$ cat src/rtl/split_bits_serializer.sv
// Word-to-bit serializer: loads a WIDTH-bit word on a valid/ready handshake and
// emits it one bit per accepted beat, flagging the final bit with last_o.
module split_bits_serializer #(
  parameter int WIDTH     = 4,
  parameter bit MSB_FIRST = 1'b1
) (
  input  logic                     clk,
  input  logic                     rst_n,
  input  logic [WIDTH-1:0]         data_i,
  input  logic                     valid_i,
  output logic                     ready_o,
  output logic                     bit_o,
  output logic                     bit_valid_o,
  input  logic                     bit_ready_i,
  output logic                     last_o,
  output logic [$clog2(WIDTH)-1:0] idx_o
);

  localparam int IDX_W = $clog2(WIDTH);
  localparam logic [IDX_W-1:0] LAST_IDX = IDX_W'(WIDTH - 1);

  typedef enum logic {
    IDLE,
    SHIFT
  } stateType;

  stateType         state;
  logic [WIDTH-1:0] shiftReg;
  logic [WIDTH-1:0] shifted;
  logic [IDX_W-1:0] nextIdx;
  logic             loadWord;
  logic             beat;

  function automatic logic firstBit(input logic [WIDTH-1:0] w);
    return MSB_FIRST ? w[WIDTH-1] : w[0];
  endfunction

  // ready_o is the only combinational output: a word may load on the same edge
  // that the final bit of the previous word is accepted, giving zero bubbles.
  always_comb begin
    ready_o  = (state == IDLE) || (last_o && bit_ready_i);
    loadWord = valid_i && ready_o;
    beat     = bit_valid_o && bit_ready_i;
    shifted  = MSB_FIRST ? (shiftReg << 1) : (shiftReg >> 1);
    nextIdx  = idx_o + 1'b1;
  end

  // NOTE: sequential state uses non-blocking assignments so every register
  // samples pre-edge values; blocking here would create order-dependent races.
  always_ff @(posedge clk or negedge rst_n) begin
    if (!rst_n) begin
      state       <= IDLE;
      shiftReg    <= '0;
      bit_o       <= 1'b0;
      bit_valid_o <= 1'b0;
      last_o      <= 1'b0;
      idx_o       <= '0;
    end else if (loadWord) begin
      state       <= SHIFT;
      shiftReg    <= data_i;
      bit_o       <= firstBit(data_i);
      bit_valid_o <= 1'b1;
      last_o      <= 1'b0;
      idx_o       <= '0;
    end else if (beat && last_o) begin
      state       <= IDLE;
      shiftReg    <= '0;
      bit_o       <= 1'b0;
      bit_valid_o <= 1'b0;
      last_o      <= 1'b0;
      idx_o       <= '0;
    end else if (beat) begin
      shiftReg <= shifted;
      bit_o    <= firstBit(shifted);
      last_o   <= (nextIdx == LAST_IDX);
      idx_o    <= nextIdx;
    end
  end

endmodule

$ cat config.mk
export PLATFORM = sky130hd
export DESIGN_NAME = split_bits_serializer
export DESIGN_NICKNAME = d
export VERILOG_FILES = /design/src/rtl/split_bits_serializer.sv
export SDC_FILE = /design/constraint.sdc
export NUM_CORES = 1
export LEC_CHECK = 0
export ABC_AREA = 0
export BUFFER_PORTS_ARGS = -buffer_cell sky130_fd_sc_hd__buf_2
export CORE_AREA = 2 2 39 41
export CTS_BUF_LIST = sky130_fd_sc_hd__clkbuf_4 sky130_fd_sc_hd__clkbuf_8
export DETAILED_ROUTE_END_ITERATION = 10
export DIE_AREA = 0 0 41 43
export PLACE_DENSITY = 0.52
export REMOVE_ABC_BUFFERS = 1
export SLEW_MARGIN = 40
export SYNTH_ARGS = -nofsm -noshare
export SYNTH_HDL_FRONTEND = slang
export SYNTH_SLANG_ARGS = --single-unit
$ cat constraint.sdc
create_clock -name clk -period 2.1 [get_ports clk]
set_input_delay 0.315 -clock clk [delete_from_list [all_inputs] [get_ports clk]]
set_output_delay 0.315 -clock clk [all_outputs]
set_load 0.05 [all_outputs]
==> metrics.yaml, run 1 <==
pwr:
  powerDensity_nw_per_um2: 1550
  p_leak_nw: 0.280
  peakVddDrop_uv: 551
  p_total_mw: 0.824
setup_path:
  arrival_ns: 1.24
  reg2reg_slack_ns: 0.75
  cp_max_fo: 11
  cp.required_ns: 1.78
  worstSetupPathType: "flip-flop to output port"
  crit_path_end_kind: "output port"
  slowest_delay_ns: 0.49
  critPathBufInv: 1
  start_kind: "flip-flop"
  worstPathCellList: "a21bo_4, buf_2"
  cp_top_family: "flip-flops"
  crit_slowest_cell: "dfrtp_1"
timing:
  slew_headroom_pct: 81.6
  tns_ns: 0
  setup_slack_ns: 0.543
  fin_crit_sh_pct: 74.2
  rsz0062_at_grt: "false"
  min_period_ns: 1.56
  worstMarginPinSlew_ns: 0.276
  fmax_ghz: 0.642
  hold_viol_final: 0
  worst_hold_slack_ns: 0.278
  fin_worst_skew_ns: 0.00619
  setup_violations: 0
  finalMaxSlewViolations: 0
routing:
  drc: 0
  antenna_left: 0
  via_count: 351
  vias_per_cell: 5.01
  firstDrtPassIters: 4
  wl_um: 876
  routedWlPerCell_um: 12.5
  drt-initial-drc-count: 9
finish:
  post_layout_nonfiller_instances: 70
  nets: 65
  utilization_pct: 38.5
  diodes: 0
  layout_commonest_cell: "buf_2"
  design_area_um2: 533
  drive_above_1_share_pct: 31.5
  area_growth_pct: 24.9
  layout_common_cells: "13 x buf_2, 8 x dfrtp_1, 4 x nand2_1"
cts:
  cts_root_buf: "clkbuf_4"
  clk_latency_ns: 0.25
  cts_resized: 0
  cts.sinks: 8
  htree_levels: 1
  cts_tree: "yes"
  cts_setup_buffers: 0
  clk_pin_slew_worst_paths_ns: 0.06
  cts_buffer_depth: 2
  numCtsBuffers: 3
logic_synthesis:
  synth_simple_gate_area_share_pct: 17.3
  yosysUniqueCellTypes: 17
  synth_warnings: 0
  synth_fa_ha_area_share_pct: 2.93
  avgSynthCellArea_um2: 11.2
  synth_seq_area_share_pct: 46.9
  synth_xor_area_share_pct: 0
  synth-seq-cells: 8
  synth-compound-area-share_pct: 22.9
  netlist_instances: 38
  synthMuxAreaShare_pct: 4.69
  syn-cell-area_um2: 427
  synth_top_family_by_area: "compound AO/OA/AOI/OAI gates"
die:
  rows: 14
  io_pins: 14
  die_w_um: 41
  die_height_um: 43
  start_util_pct: 30.8
  coreArea_um2: 1380
  die_area_um2: 1760
grt:
  grtUsageTotal_pct: 12.9
  antenna_found_initial: 0
  grt_overflow: 0
  first_global_vias: 340
  grt_max_degree: 12
  grt_pass1_wl_um: 1520
placed_design:
  io_buffers: 13
  place_ws_ns: 0.760
  place_area_um2: 500
  place.gp.congestion: 0.736
  dp.cells: 66
  dp_hpwl_um: 672
job:
  maxCapViolations: 0
outcome:
  outcome: "finished, final reports clean"
worst_hold_path:
  hp-class: "input pin to flip-flop"
-- flip-flops by register name (all words and copies together) (netlist names) --
name,flops
shiftReg,3
idx_o,2
bit_o,1
last_o,1
state,1
-- area by class of cell --
| cell class | instances | area, µm² |
|---|---|---|
| clock buffer | 3 | 22.5 |
| tap | 16 | 20.0 |
| inverter | 3 | 11.3 |
| multi-input combinational | 26 | 204 |
| timing repair buffer | 14 | 75.1 |
| fill | 154 | 851 |
| sequential | 8 | 200 |
-- cells in the mapped netlist --
master | instances | area, µm²
a22o_1 | 2 | 17.5
and4b_1 | 3 | 30.0
dfrtp_1 | 8 | 200
or2b_1 | 1 | 7.51
o22ai_1 | 1 | 6.26
nand3_1 | 1 | 5.00
a21bo_4 | 1 | 16.3
nor2_1 | 1 | 3.75
nand2b_1 | 2 | 12.5
inv_1 | 3 | 11.3
o21ai_0 | 1 | 5.00
ha_1 | 1 | 12.5
mux2i_1 | 2 | 20.0
o21a_1 | 3 | 22.5
a221o_1 | 3 | 30.0
nand2_1 | 4 | 15.0
buf_6 | 1 | 11.3
-- repair_timing --
action	in CTS	in global routing
hold buffers	1	0
endpoints found under the hold margin	8	0
endpoints found under the setup margin	0	0
-- worst register-to-register path: stages, from the launching register on --
cell and delay (ns):
dfrtp_1 0.49, a21bo_4 0.29, a221o_1 0.35, o21a_1 0.10
-- per-layer routing --
metal	track usage, %	up-vias	share of wire [%]
met5	0	-	0
met4	4.00	0	0
met3	4.71	0	6.1
met2	16.9	11	44
met1	19.2	166	50
li1	-	174	-
-- power breakdown --
group	total, mW	switching [mW]	internal [mW]
sequential	0.270	0.0551	0.215
combinational	0.441	0.278	0.163
clock	0.113	0.0481	0.0651
total	0.824	0.381	0.443
-- final timing paths --
| path | from | to | cells after the start |
|---|---|---|---|
| setup / recovery | state$_DFFE_PN0P_ | ready_o | 2 |
| hold / removal | data_i[1] | shiftReg[1]$_DFFE_PN0P_ | 2 |
| setup reg to reg | state$_DFFE_PN0P_ | shiftReg[1]$_DFFE_PN0P_ | 3 |
| hold reg to reg | shiftReg[0]$_DFFE_PN0P_ | shiftReg[0]$_DFFE_PN0P_ | 2 |
| max in group asynchronous | rst_n | idx_o[0]$_DFFE_PN0P_ | 2 |
| min in group asynchronous | rst_n | shiftReg[2]$_DFFE_PN0P_ | 2 |
-- cells by family (layout without fill, tap and decap cells) --
kind of cell	after synthesis	count (layout)
and+or+nand+nor	12	12
adders and majority gates	1	1
muxes	2	2
AOI/OAI and AO/OA	11	11
buffers and inverters	4	20
DFF	8	8
No activity file was read; power rests on OpenSTA's default activity.
==> inputs of run 2 (changes only) <==
Settings changed: PLACE_DENSITY 0.52 to 0.54.
Clock period 2.1 ns to 1.4 ns, I/O delays scaled along.
==> run 2 against run 1 <==
Compared with the run above:
- global-route usage is 1.1 points lower
- critical path type unchanged
- cell count is 1.4% higher
- clock-buffer cell count stayed put
- worst setup slack worse by 0.49 ns
- via count is 1.1% higher
- sequential power is 49% higher
- largest power group unchanged
==> metrics.yaml, run 2 (synthesis gave the netlist of run 1 again) <==
finish:
  fill_cells: 138
  top_register: "shiftReg"
  layout_commonest_cell: "buf_2"
  post_layout_nonfiller_instances: 71
  area_growth_pct: 27.6
  layout_common_cells: "12 x buf_2, 7 x dfrtp_1, 4 x nand2_1, 4 x clkbuf_4"
  diodes: 0
  nets: 66
  drive_above_1_share_pct: 34.5
  largest_reg_flops: 3
  top_regs: "shiftReg x3, idx_o x2"
routing:
  wl_um: 829
  drc: 0
  drt-initial-drc-count: 1
  top_layer_used: "met3"
  wl_met3_um: 70
  routedWlPerCell_um: 11.7
  firstDrtPassIters: 3
  wl_met2_um: 356
  via_count: 355
  vias_per_cell: 5.00
  antenna_left: 0
  drt-met1-wl_um: 401
placed_design:
  dp_hpwl_um: 641
  place.gp.congestion: 0.767
  place_ws_ns: 0.169
  io_buffers: 13
  dp.cells: 67
timing:
  setup_slack_ns: 0.0540
  slew_headroom_pct: 83.6
  fin_worst_skew_ns: 0.00338
  fin_crit_sh_pct: 96.1
  worstMarginPinSlew_ns: 0.248
  min_period_ns: 1.35
  finalMaxSlewViolations: 0
  worst_hold_slack_ns: 0.172
  hold_viol_final: 0
  tns_ns: 0
  setup_violations: 0
  fmax_ghz: 0.743
pwr:
  peakVddDrop_uv: 1200
  powerDensity_nw_per_um2: 2290
  p_leak_nw: 0.282
  p_total_mw: 1.25
worst_hold_path:
  hp-class: "input pin to flip-flop"
cts:
  cts_tree: "yes"
  numCtsBuffers: 3
  cts_root_buf: "clkbuf_4"
  cts_setup_buffers: 0
  cts_buffer_depth: 2
  htree_levels: 1
  cts.sinks: 8
  clk_pin_slew_worst_paths_ns: 0.06
  clk_latency_ns: 0.25
die:
  coreArea_um2: 1380
  die_w_um: 41
  die_height_um: 43
  start_util_pct: 30.8
  rows: 14
  io_pins: 14
  die_area_um2: 1760
setup_path:
  cp_max_fo: 7
  worstSetupPathType: "flip-flop to output port"
  cp_top_family: "flip-flops"
  arrival_ns: 1.14
  crit_path_end_kind: "output port"
  worstPathCellList: "a21bo_4, clkbuf_4"
  cp.required_ns: 1.19
  start_kind: "flip-flop"
  critPathBufInv: 1
  crit_slowest_cell: "dfrtp_2"
  slowest_delay_ns: 0.44
grt:
  grtUsageTotal_pct: 11.8
  grt_max_degree: 9
  antenna_found_initial: 0
  grt_pass1_wl_um: 1310
  first_global_vias: 310
  grt_overflow: 0
outcome:
  outcome: "finished, final reports clean"
job:
  maxCapViolations: 0
-- run 2: changes by cell type in the layout (fill, tap and decap cells not counted), sizes merged --
cell,delta
clkbuf,+1
-- run 2: worst paths after layout --
check                                     start                       to  slack, ns  cells past startpoint
setup reg to reg             last_o$_DFFE_PN0P_  shiftReg[1]$_DFFE_PN0P_       0.17                      3
setup / recovery             last_o$_DFFE_PN0P_                  ready_o       0.05                      2
hold reg to reg            idx_o[0]$_DFFE_PN0P_     idx_o[0]$_DFFE_PN0P_       0.52                      1
min in group asynchronous                 rst_n  shiftReg[2]$_DFFE_PN0P_       0.33                      2
hold / removal                        data_i[2]  shiftReg[2]$_DFFE_PN0P_       0.17                      2
max in group asynchronous                 rst_n       last_o$_DFFE_PN0P_       0.88                      2
-- run 2: worst reg2reg max path: stages (launching register included) --
cell,delay (ns)
dfrtp_2,0.44
a21bo_4,0.24
a221o_1,0.34
o21a_1,0.10
-- run 2: area by class of cell --
class	instances	area, µm²	share of cell area (%)
Timing Repair Buffer	15	85.1	15.6
Tap cell	16	20.0	3.68
Multi-Input combinational cell	26	204	37.5
Sequential cell	8	201	37.0
Inverter	3	11.3	2.07
Clock buffer	3	22.5	4.14
-- run 2: metrics by stage --
step / area [µm²] / util, %
after global routing: 544 / 39.3
final: 544 / 39.3
after floorplan: 415 / -
after detailed placement: 508 / 36.7
after global placement: 508 / 36.7
after CTS: 541 / 39.1
-- run 2: metal layers --
metal,track usage [%],vias up
met5,0,-
met4,8.00,0
met1,14.9,166
li1,-,176
met3,4.71,0
met2,15.6,13
-- run 2: timing repair --
item                       CTS  global route
hold endpoints to repair     8             0
gates resized for setup      0             2
setup endpoints to repair    0             1
hold buffers                 1             0
-- run 2: where the power goes --
group | switching, mW | leakage (nW) | internal (mW)
Sequential | 0.0760 | 0.0985 | 0.325
Combinational | 0.416 | 0.170 | 0.257
Clock | 0.0764 | 0.0138 | 0.0980
